File: config.mk
export PLATFORM = sky130hd
export DESIGN_NAME = mem_bist_master
export DESIGN_NICKNAME = d
export VERILOG_FILES = /design/src/rtl/mem_bist_master.sv
export SDC_FILE = /design/constraint.sdc
export NUM_CORES = 1
export LEC_CHECK = 0
export ABC_AREA = 1
export BUFFER_PORTS_ARGS = -buffer_cell sky130_fd_sc_hd__buf_2
export CAP_MARGIN = 25
export CORE_ASPECT_RATIO = 2
export CORE_MARGIN = 2
export CORE_UTILIZATION = 35
export CTS_CLUSTER_SIZE = 28
export DETAILED_ROUTE_END_ITERATION = 10
export PLACE_DENSITY_LB_ADDON = 0.08
export SETUP_SLACK_MARGIN = 0.3
export SKIP_CTS_REPAIR_TIMING = 1
export SLEW_MARGIN = 20
export SYNTH_ARGS = -nofsm -noshare
export SYNTH_HDL_FRONTEND = slang
export SYNTH_SLANG_ARGS = --single-unit
File: constraint.sdc
create_clock -name clk_i -period 6.3 [get_ports clk_i]
set_clock_uncertainty 0.1 [all_clocks]
set_input_delay 0.63 -clock clk_i [delete_from_list [all_inputs] [get_ports clk_i]]
set_output_delay 0.63 -clock clk_i [all_outputs]
set_load 0.02 [all_outputs]
File: src/rtl/mem_bist_master.sv
// ----------------------------------------------------------------------------
// mem_bist_master
// Memory self-test initiator for a valid/ready single-port memory interface.
// On start it writes a selected pattern to every address 0..DEPTH-1, then
// reads every address back and compares it against the regenerated pattern.
// It reports pass/fail, mismatch count, first failing address and a
// handshake timeout.
//
// Ports
//   clk_i            clock, all logic on the rising edge
//   rst_i            synchronous active-high reset
//   start_i          begin a run (honoured only in IDLE or DONE)
//   pattern_sel_i    0=address, 1=LFSR, 2=checkerboard, 3=all-ones
//   valid_o          transfer request
//   wr_rd_o          1=write, 0=read
//   addr_o           transfer address
//   wdata_o          write data (zero during reads)
//   rdata_i          read data, valid when ready_i=1 on a read
//   ready_i          responder completes the current transfer
//   busy_o           high while sweeping (WRITE or READ)
//   done_o           high in DONE
//   pass_o           result, meaningful while done_o=1
//   err_count_o      number of read mismatches
//   first_err_addr_o address of the first mismatch
//   timeout_o        sticky handshake timeout flag for this run
// ----------------------------------------------------------------------------
module mem_bist_master #(
    parameter int          WIDTH      = 16,
    parameter int          DEPTH      = 512,
    parameter int          ADDR_WIDTH = $clog2(DEPTH),
    parameter logic [15:0] SEED       = 16'hACE1,
    parameter int          TIMEOUT    = 255
) (
    input  logic                  clk_i,
    input  logic                  rst_i,
    input  logic                  start_i,
    input  logic [1:0]            pattern_sel_i,
    output logic                  valid_o,
    output logic                  wr_rd_o,
    output logic [ADDR_WIDTH-1:0] addr_o,
    output logic [WIDTH-1:0]      wdata_o,
    input  logic [WIDTH-1:0]      rdata_i,
    input  logic                  ready_i,
    output logic                  busy_o,
    output logic                  done_o,
    output logic                  pass_o,
    output logic [ADDR_WIDTH:0]   err_count_o,
    output logic [ADDR_WIDTH-1:0] first_err_addr_o,
    output logic                  timeout_o
);

    // An all-zero seed would lock the LFSR at zero.
    localparam logic [15:0] SEED_EFF = (SEED == 16'h0000) ? 16'h0001 : SEED;
    localparam int          EW       = ADDR_WIDTH + 1;
    localparam int          WAIT_W   = (TIMEOUT < 2) ? 1 : $clog2(TIMEOUT + 1);
    localparam logic [ADDR_WIDTH-1:0] LAST_ADDR  = ADDR_WIDTH'(DEPTH - 1);
    // The counter holds the number of stalled cycles already seen, so the
    // limit is hit on the stalled cycle that would bring it to TIMEOUT.
    localparam logic [WAIT_W-1:0]     WAIT_LIMIT = WAIT_W'(TIMEOUT - 1);

    typedef enum logic [1:0] {
        ST_IDLE  = 2'd0,
        ST_WRITE = 2'd1,
        ST_READ  = 2'd2,
        ST_DONE  = 2'd3
    } state_e;

    // 16-bit Galois LFSR step, taps 0xB400 (right-shifting form).
    function automatic logic [15:0] lfsr_step(input logic [15:0] v);
        return {1'b0, v[15:1]} ^ (v[0] ? 16'hB400 : 16'h0000);
    endfunction

    // Data word for address a under pattern sel; lfsr is the LFSR value
    // associated with that address.
    function automatic logic [WIDTH-1:0] pattern(input logic [1:0]            sel,
                                                 input logic [ADDR_WIDTH-1:0] a,
                                                 input logic [15:0]           lfsr);
        logic [WIDTH-1:0] r;
        case (sel)
            2'd0:    r = WIDTH'(a);
            2'd1:    r = WIDTH'(lfsr);
            2'd2:    r = a[0] ? WIDTH'({(WIDTH/2){2'b10}}) : WIDTH'({(WIDTH/2){2'b01}});
            2'd3:    r = {WIDTH{1'b1}};
            default: r = {WIDTH{1'b0}};
        endcase
        return r;
    endfunction

    state_e                state_q;
    logic [1:0]            pat_sel_q;
    logic [15:0]           lfsr_q;
    logic [WAIT_W-1:0]     wait_q;
    logic                  valid_q;
    logic                  wr_rd_q;
    logic [ADDR_WIDTH-1:0] addr_q;
    logic [WIDTH-1:0]      wdata_q;
    logic                  busy_q;
    logic                  done_q;
    logic                  pass_q;
    logic [EW-1:0]         err_count_q;
    logic [ADDR_WIDTH-1:0] first_err_q;
    logic                  timeout_q;

    logic                  hs_s;
    logic                  last_s;
    logic                  mismatch_s;
    logic [WIDTH-1:0]      exp_data_s;
    logic [WIDTH-1:0]      start_wdata_s;
    logic [15:0]           lfsr_d;
    logic [ADDR_WIDTH-1:0] addr_d;
    logic [WIDTH-1:0]      wdata_d;

    // Handshake detection, read compare and next-address/data generation.
    always_comb begin
        hs_s          = valid_q & ready_i;
        last_s        = (addr_q == LAST_ADDR);
        lfsr_d        = lfsr_step(lfsr_q);
        addr_d        = addr_q + ADDR_WIDTH'(1'b1);
        exp_data_s    = pattern(pat_sel_q, addr_q, lfsr_q);
        mismatch_s    = (rdata_i != exp_data_s);
        wdata_d       = pattern(pat_sel_q, addr_d, lfsr_d);
        start_wdata_s = pattern(pattern_sel_i, {ADDR_WIDTH{1'b0}}, SEED_EFF);
    end

    // Test sequencer: IDLE -> WRITE -> READ -> DONE, all outputs registered.
    always_ff @(posedge clk_i) begin
        if (rst_i) begin
            state_q     <= ST_IDLE;
            pat_sel_q   <= 2'd0;
            lfsr_q      <= SEED_EFF;
            wait_q      <= {WAIT_W{1'b0}};
            valid_q     <= 1'b0;
            wr_rd_q     <= 1'b0;
            addr_q      <= {ADDR_WIDTH{1'b0}};
            wdata_q     <= {WIDTH{1'b0}};
            busy_q      <= 1'b0;
            done_q      <= 1'b0;
            pass_q      <= 1'b0;
            err_count_q <= {EW{1'b0}};
            first_err_q <= {ADDR_WIDTH{1'b0}};
            timeout_q   <= 1'b0;
        end else begin
            case (state_q)
                ST_IDLE, ST_DONE: begin
                    if (start_i) begin
                        state_q     <= ST_WRITE;
                        pat_sel_q   <= pattern_sel_i;
                        lfsr_q      <= SEED_EFF;
                        wait_q      <= {WAIT_W{1'b0}};
                        err_count_q <= {EW{1'b0}};
                        first_err_q <= {ADDR_WIDTH{1'b0}};
                        timeout_q   <= 1'b0;
                        done_q      <= 1'b0;
                        pass_q      <= 1'b0;
                        busy_q      <= 1'b1;
                        valid_q     <= 1'b1;
                        wr_rd_q     <= 1'b1;
                        addr_q      <= {ADDR_WIDTH{1'b0}};
                        wdata_q     <= start_wdata_s;
                    end
                end
                ST_WRITE, ST_READ: begin
                    if (hs_s) begin
                        wait_q <= {WAIT_W{1'b0}};
                        if ((state_q == ST_READ) && mismatch_s) begin
                            // At most DEPTH mismatches, so EW bits never wrap.
                            err_count_q <= err_count_q + EW'(1'b1);
                            if (err_count_q == {EW{1'b0}}) begin
                                first_err_q <= addr_q;
                            end
                        end
                        if (last_s && (state_q == ST_WRITE)) begin
                            // Restart the LFSR so reads regenerate the written data.
                            state_q <= ST_READ;
                            lfsr_q  <= SEED_EFF;
                            addr_q  <= {ADDR_WIDTH{1'b0}};
                            wr_rd_q <= 1'b0;
                            wdata_q <= {WIDTH{1'b0}};
                        end else if (last_s) begin
                            state_q <= ST_DONE;
                            valid_q <= 1'b0;
                            busy_q  <= 1'b0;
                            done_q  <= 1'b1;
                            pass_q  <= (err_count_q == {EW{1'b0}}) && !mismatch_s && !timeout_q;
                        end else begin
                            addr_q  <= addr_d;
                            lfsr_q  <= lfsr_d;
                            wdata_q <= wr_rd_q ? wdata_d : {WIDTH{1'b0}};
                        end
                    end else if (wait_q == WAIT_LIMIT) begin
                        // Responder stalled too long: abandon the run.
                        state_q   <= ST_DONE;
                        timeout_q <= 1'b1;
                        valid_q   <= 1'b0;
                        busy_q    <= 1'b0;
                        done_q    <= 1'b1;
                        pass_q    <= 1'b0;
                    end else begin
                        wait_q <= wait_q + WAIT_W'(1'b1);
                    end
                end
                default: begin
                    state_q <= ST_IDLE;
                    valid_q <= 1'b0;
                    busy_q  <= 1'b0;
                end
            endcase
        end
    end

    assign valid_o          = valid_q;
    assign wr_rd_o          = wr_rd_q;
    assign addr_o           = addr_q;
    assign wdata_o          = wdata_q;
    assign busy_o           = busy_q;
    assign done_o           = done_q;
    assign pass_o           = pass_q;
    assign err_count_o      = err_count_q;
    assign first_err_addr_o = first_err_q;
    assign timeout_o        = timeout_q;

endmodule

==> flow_summary.json, run 1 <==
{
  "status": "finished, final reports clean",
  "rsz0062_at_grt": "no",
  "area_delta_synth_final_pct": 18.3,
  "finalSetupViolCount": 0,
  "reg2reg_slack_ns": 2.84,
  "layout.nets": 700,
  "ff_latch_area_mm2": 0.00154,
  "finalMaxSlewViolations": 0,
  "synthArstFlopShare_pct": 0,
  "cp-start-kind": "flop",
  "synthTopCellsByArea": "dfxtp_1, nand2_1, a21oi_1",
  "diodes": 0,
  "fp.dieH_um": 158,
  "leakagePower_nw": 2.22,
  "design_area_mm2": 0.00494,
  "wl_per_cell_um": 16.6,
  "drcViolationCount": 0,
  "whs_ns": 0.360,
  "reg2reg_from": "pat_sel_q[1]",
  "yosysTopAreaCell": "dfxtp_1",
  "p_clk_share_pct": 31.2,
  "required_ns": 6.42,
  "synth_fp_nets": 645,
  "initial_core_util_pct": 35.7,
  "grt_max_degree": 36,
  "switching_share_pct": 40.0,
  "reg2reg_depth": 11,
  "synth_edf_count": 0,
  "clock.fmax_mhz": 289,
  "seqPwrFrac_pct": 35.3,
  "cts_root_buffer": "clkbuf_16",
  "cts_tree": "done",
  "clk_pin_slew_ns": 0.06,
  "slew_headroom_pct": 40.1,
  "drt_iter0_markers": 249,
  "routed_wl_um": 13600,
  "yosysTopAreaCellShare_pct": 36.9,
  "synth-seq-area-share_pct": 36.9,
  "period_share_pct": 54.9,
  "hold_violations": 0,
  "design.die.area_mm2": 0.0129,
  "synth_most_common_cell": "nand2_1",
  "synth_area_mm2": 0.00417,
  "rows": 56,
  "antenna_left": 0,
  "grt_pass1_vias": 3988,
  "clock_latency_ns": 0.35,
  "cts_max_level": 3,
  "numCtsBuffers": 9,
  "grt_pass1_wl_um": 20600,
  "num_vias": 4312,
  "power_frac_comb_pct": 33.5,
  "grt_usage_pct": 21.5,
  "ys_ff_latch": 77,
  "worstMarginPinSlew_ns": 0.896,
  "drtPass1Iterations": 5,
  "min_from": "first_err_addr_o[3]",
  "dieWidth_um": 81.2,
  "maxCapViolCount": 0,
  "drive_gt1_share_pct": 15.6,
  "ios": 72,
  "nFillCells": 1246,
  "cts_sinks": 77,
  "worstSetupPathType": "flop to flop",
  "internal-power_w": 0.00104,
  "grt-ovfl-total": 0,
  "critPathMaxFanout": 20,
  "hold_class": "flop to flop",
  "place_congestion": 0.844,
  "tns_ns": 0,
  "rr_endpoint": "err_count_o[4]",
  "clockBufferDepth": 2,
  "ir_worst_vdd_mv": 0.165,
  "switchingPower_w": 0.000694,
  "synthTopCellsByCount": "nand2_1, dfxtp_1, inv_1, a21oi_1, nor2_1",
  "period_needed_ns": 3.46,
  "synthFlopType": "dfxtp_1",
  "antenna_found_initial": 0,
  "critPathCaptureType": "flop",
  "coreArea_mm2": 0.0117,
  "vias_per_cell": 5.26,
  "holdPathStages": 2,
  "cp.arrival_ns": 3.58,
  "netlist_instances": 615,
  "multi_input_area_mm2": 0.00220,
  "pwr_density_cell_mw_per_mm2": 352,
  "dpl-instance-area_mm2": 0.00456,
  "ys_types": 32,
  "port_buffers": 71,
  "holdPathEnd": "first_err_addr_o[3]",
  "syn_area_per_cell_um2": 6.78,
  "hpwlAfterDp_um": 10400,
  "yosysWarnings": 0
}
[area by class of cell]
cell class / instances / share of cell area, %
clock buffer: 9 / 4.56
tap: 145 / 3.68
inverter: 73 / 5.60
timing repair buffer: 75 / 8.62
clock inverter: 7 / 1.67
multi-input combinational: 434 / 44.6
sequential: 77 / 31.2
[sequential cells by signal (all words and copies together) (netlist names), 2 cells and up]
| signal | count |
|---|---|
| wdata_o | 16 |
| addr_o | 9 |
| first_err_addr_o | 9 |
| lfsr_q | 16 |
| err_count_o | 10 |
| state_q | 2 |
| pat_sel_q | 2 |
| wait_q | 8 |
[power groups by stage]
stage	Sequential [W]	Combinational, W	Clock (W)
global placement	0.000623	0.000556	0
floorplan	0.000651	0.000375	0
finish	0.000614	0.000582	0.000541
CTS	0.000614	0.000560	0.000555
global route	0.000622	0.000648	0.000575
detailed placement	0.000624	0.000557	0
[cell families after synthesis]
family          after synthesis  share of synthesized area, %
compound gates              137                          19.3
xor+xnor                     12                          2.52
fa+ha+maj                     8                          2.40
buf+inv                     104                          10.8
flops                        77                          36.9
simple gates                277                          28.0
[how the worst max path moves through the flow]
stage	slack, ns	from	endpoint
after detailed placement	2.73	state_q[0]	err_count_o[4]
after global routing	2.51	pat_sel_q[1]	err_count_o[4]
after floorplan	3.81	addr_o[0]	done_o
final	2.84	pat_sel_q[1]	err_count_o[4]
after global placement	2.72	state_q[0]	wdata_o[3]
after CTS	2.70	state_q[0]	err_count_o[4]
[per-layer routing]
| metal | share of wire, % | global-route usage [%] | up-vias |
|---|---|---|---|
| met1 | 37 | 21.2 | 2030 |
| met3 | 3.0 | 3.23 | 33 |
| li1 | - | - | 2148 |
| met5 | 0 | 0 | - |
| met4 | 5.6 | 13.4 | 0 |
| met2 | 55 | 40.4 | 101 |
[stage by stage]
stage          total power, W  util (%)  worst slack (ns)  cells
2_1_floorplan         0.00103         -              3.81    615
3_3_place_gp          0.00118      39.0              2.72    802
3_5_place_dp          0.00118      39.0              2.73    802
4_1_cts               0.00173      41.6              2.70    818
5_1_grt               0.00184      42.2              2.51    820
6_report              0.00174      42.2              2.84    820
[cell usage in the layout, fill, tap and decap left out, drive strengths merged]
master and count:
dfxtp 77, xor2 11, o221a 2, o211ai 7
nor3 7, bufinv 1, ha 8, clkinv 2
nor2 55, a21oi 68, buf 75, clkbuf 9
nand3b 5, nand2 160, a31oi 2, o2111ai 15
nand4 13, o21ai 42, clkinvlp 1, inv 76
a221oi 1, nor4 1, nand3 36, xnor2 1
[critical path, stage by stage (launching register included)]
cell,delay (ns)
dfxtp_1,0.67
nand3_1,0.65
nand4_1,0.31
nand2_1,0.07
nor2_1,0.09
nand2_1,0.06
nor2_1,0.17
nand3_1,0.36
nand2_1,0.45
inv_2,0.17
o21ai_0,0.18
a21oi_1,0.05
Note: power is estimated with default switching activity, not from simulation.
==> run 2, diff against run 1 <==
==> constraint.sdc (replaced) <==
create_clock -name clk_i -period 3.3 [get_ports clk_i]
set_clock_uncertainty 0.1 [all_clocks]
set_input_delay 0.33 -clock clk_i [delete_from_list [all_inputs] [get_ports clk_i]]
set_output_delay 0.33 -clock clk_i [all_outputs]
set_load 0.02 [all_outputs]
==> run 2 against run 1 <==
Sequential power up 91%; sequential cell count stayed put; combinational power grew 96%; critical endpoint is now wdata_o[13]; largest power group unchanged.
==> flow_summary.json, run 2 (synthesized netlist as in run 1, its figures left out) <==
{
  "ir_worst_vdd_mv": 0.303,
  "cp.arrival_ns": 2.92,
  "switchingPower_w": 0.00132,
  "cp_slowest_stage_delay_ns": 0.44,
  "critPathCaptureType": "flop",
  "period_share_pct": 82.6,
  "critical_path.cell_chain": "ha_1 > nand3_1 > nand3b_1 > nor3_1 > ha_1 > nand2_1 > nand2_1 > nor2_2 > inv_1 > nor2_1 > nand2_1 > nand2_1 > o211ai_1 > inv_1",
  "coreArea_mm2": 0.0117,
  "maxCapViolCount": 0,
  "grt_max_degree": 36,
  "final_cell_mix": "nand2_1, dfxtp_1, buf_2, inv_1, a21oi_1",
  "dieWidth_um": 81.2,
  "grt-ovfl-total": 0,
  "nFillCells": 1251,
  "pwr_density_cell_mw_per_mm2": 683,
  "final_util_pct": 42.5,
  "internal-power_w": 0.00208,
  "leakagePower_nw": 2.25,
  "cp-start-kind": "flop",
  "worstMarginPinSlew_ns": 0.467,
  "rsz0062_at_grt": "yes",
  "port_buffers": 71,
  "initial_core_util_pct": 35.7,
  "instances_no_fill": 828,
  "slew_headroom_pct": 68.7,
  "cts_max_level": 3,
  "grt_pass1_vias": 4063,
  "cts_tree": "done",
  "switching_share_pct": 38.8,
  "dp_slack_ns": 0.335,
  "dp_cells": 813,
  "cts_sinks": 77,
  "hold_class": "primary input to flop",
  "place_congestion": 0.848,
  "status": "finished, final reports clean",
  "rows": 56,
  "cp_top_family": "simple AND/OR/NAND/NOR gates",
  "drtPass1Iterations": 4,
  "hpwlAfterDp_um": 11000,
  "num_vias": 4325,
  "cpMaxStageDelayCell": "nor2_2",
  "drcViolationCount": 0,
  "ios": 72,
  "antenna_found_initial": 0,
  "diodes": 0,
  "fp.dieH_um": 158,
  "fin_ws_ns": 0.573,
  "design.die.area_mm2": 0.0129,
  "critPathMaxFanout": 12,
  "finalSetupViolCount": 0,
  "cpMostUsedCell": "nand2_1",
  "hold_violations": 0,
  "numCtsBuffers": 9,
  "finalMaxSlewViolations": 0,
  "antenna_left": 0,
  "clock_latency_ns": 0.34,
  "clk_pin_slew_ns": 0.06,
  "grt_usage_pct": 22.7,
  "clock.fmax_mhz": 367,
  "tns_ns": 0,
  "drt_iter0_markers": 194,
  "vias_per_cell": 5.22,
  "whs_ns": 0.212,
  "grt_pass1_wl_um": 21200,
  "required_ns": 3.49,
  "worstSetupPathType": "flop to flop",
  "drive_gt1_share_pct": 17.0,
  "layout.nets": 709,
  "final_common_cell": "nand2_1",
  "crit_buf_inv": 2,
  "seqPwrFrac_pct": 34.5,
  "power_frac_comb_pct": 33.6,
  "reg2reg_slack_ns": 0.57,
  "wl_per_cell_um": 17.1,
  "clockBufferDepth": 2,
  "p_clk_share_pct": 32.0,
  "cts_root_buffer": "clkbuf_16",
  "routed_wl_um": 14200,
  "area_delta_synth_final_pct": 19.2,
  "period_needed_ns": 2.73
}
run 2: cell types whose count changed in the layout (fill, tap and decap cells not counted), moves of 2 or more:
cell and delta:
dfxtp_2 +2, dfxtp_1 -2, buf_4 +11, buf_16 -2, inv_8 -2
run 2: worst min-delay path: stages:
cell and delay, ns:
buf_2 0.13, nand3_1 0.08, o21ai_0 0.08
run 2: routing by layer:
metal / part of all wire [%] / track usage (%) / vias up
li1: - / - / 2165
met1: 35 / 21.3 / 1991
met2: 55 / 42.3 / 131
met3: 3.8 / 4.14 / 38
met4: 6.5 / 16.1 / 0
met5: 0 / 0 / -
run 2: power groups by stage:
| stage | Combinational [W] | Sequential, W | Clock (W) |
|---|---|---|---|
| 6_report | 0.00114 | 0.00117 | 0.00109 |
| 5_1_grt | 0.00126 | 0.00119 | 0.00114 |
| 4_1_cts | 0.00114 | 0.00117 | 0.00111 |
| 3_5_place_dp | 0.00114 | 0.00119 | 0 |
| 3_3_place_gp | 0.00112 | 0.00119 | 0 |
| 2_1_floorplan | 0.000716 | 0.00124 | 0 |
run 2: path summary, 6_finish.rpt:
| kind | from | end | cells past startpoint |
|---|---|---|---|
| max | addr_o[0] | wdata_o[13] | 14 |
| min | pattern_sel_i[1] | pat_sel_q[1] | 3 |
| max reg2reg | addr_o[0] | wdata_o[13] | 14 |
| min reg2reg | first_err_addr_o[6] | first_err_addr_o[6] | 2 |
run 2: through the flow:
stage	cell area, um2	power [W]
finish	4970	0.00340
global route	4970	0.00358
CTS	4970	0.00342
detailed placement	4650	0.00233
global placement	4650	0.00231
floorplan	4170	0.00196
run 2: layout make-up:
class	count	area [um2]	share of cell area, %
multi-input combinational	434	2200	44.2
sequential	77	1540	31.0
timing repair buffer	84	453	9.11
inverter	73	277	5.56
clock buffer	10	239	4.81
tap	145	181	3.65
clock inverter	5	82.6	1.66
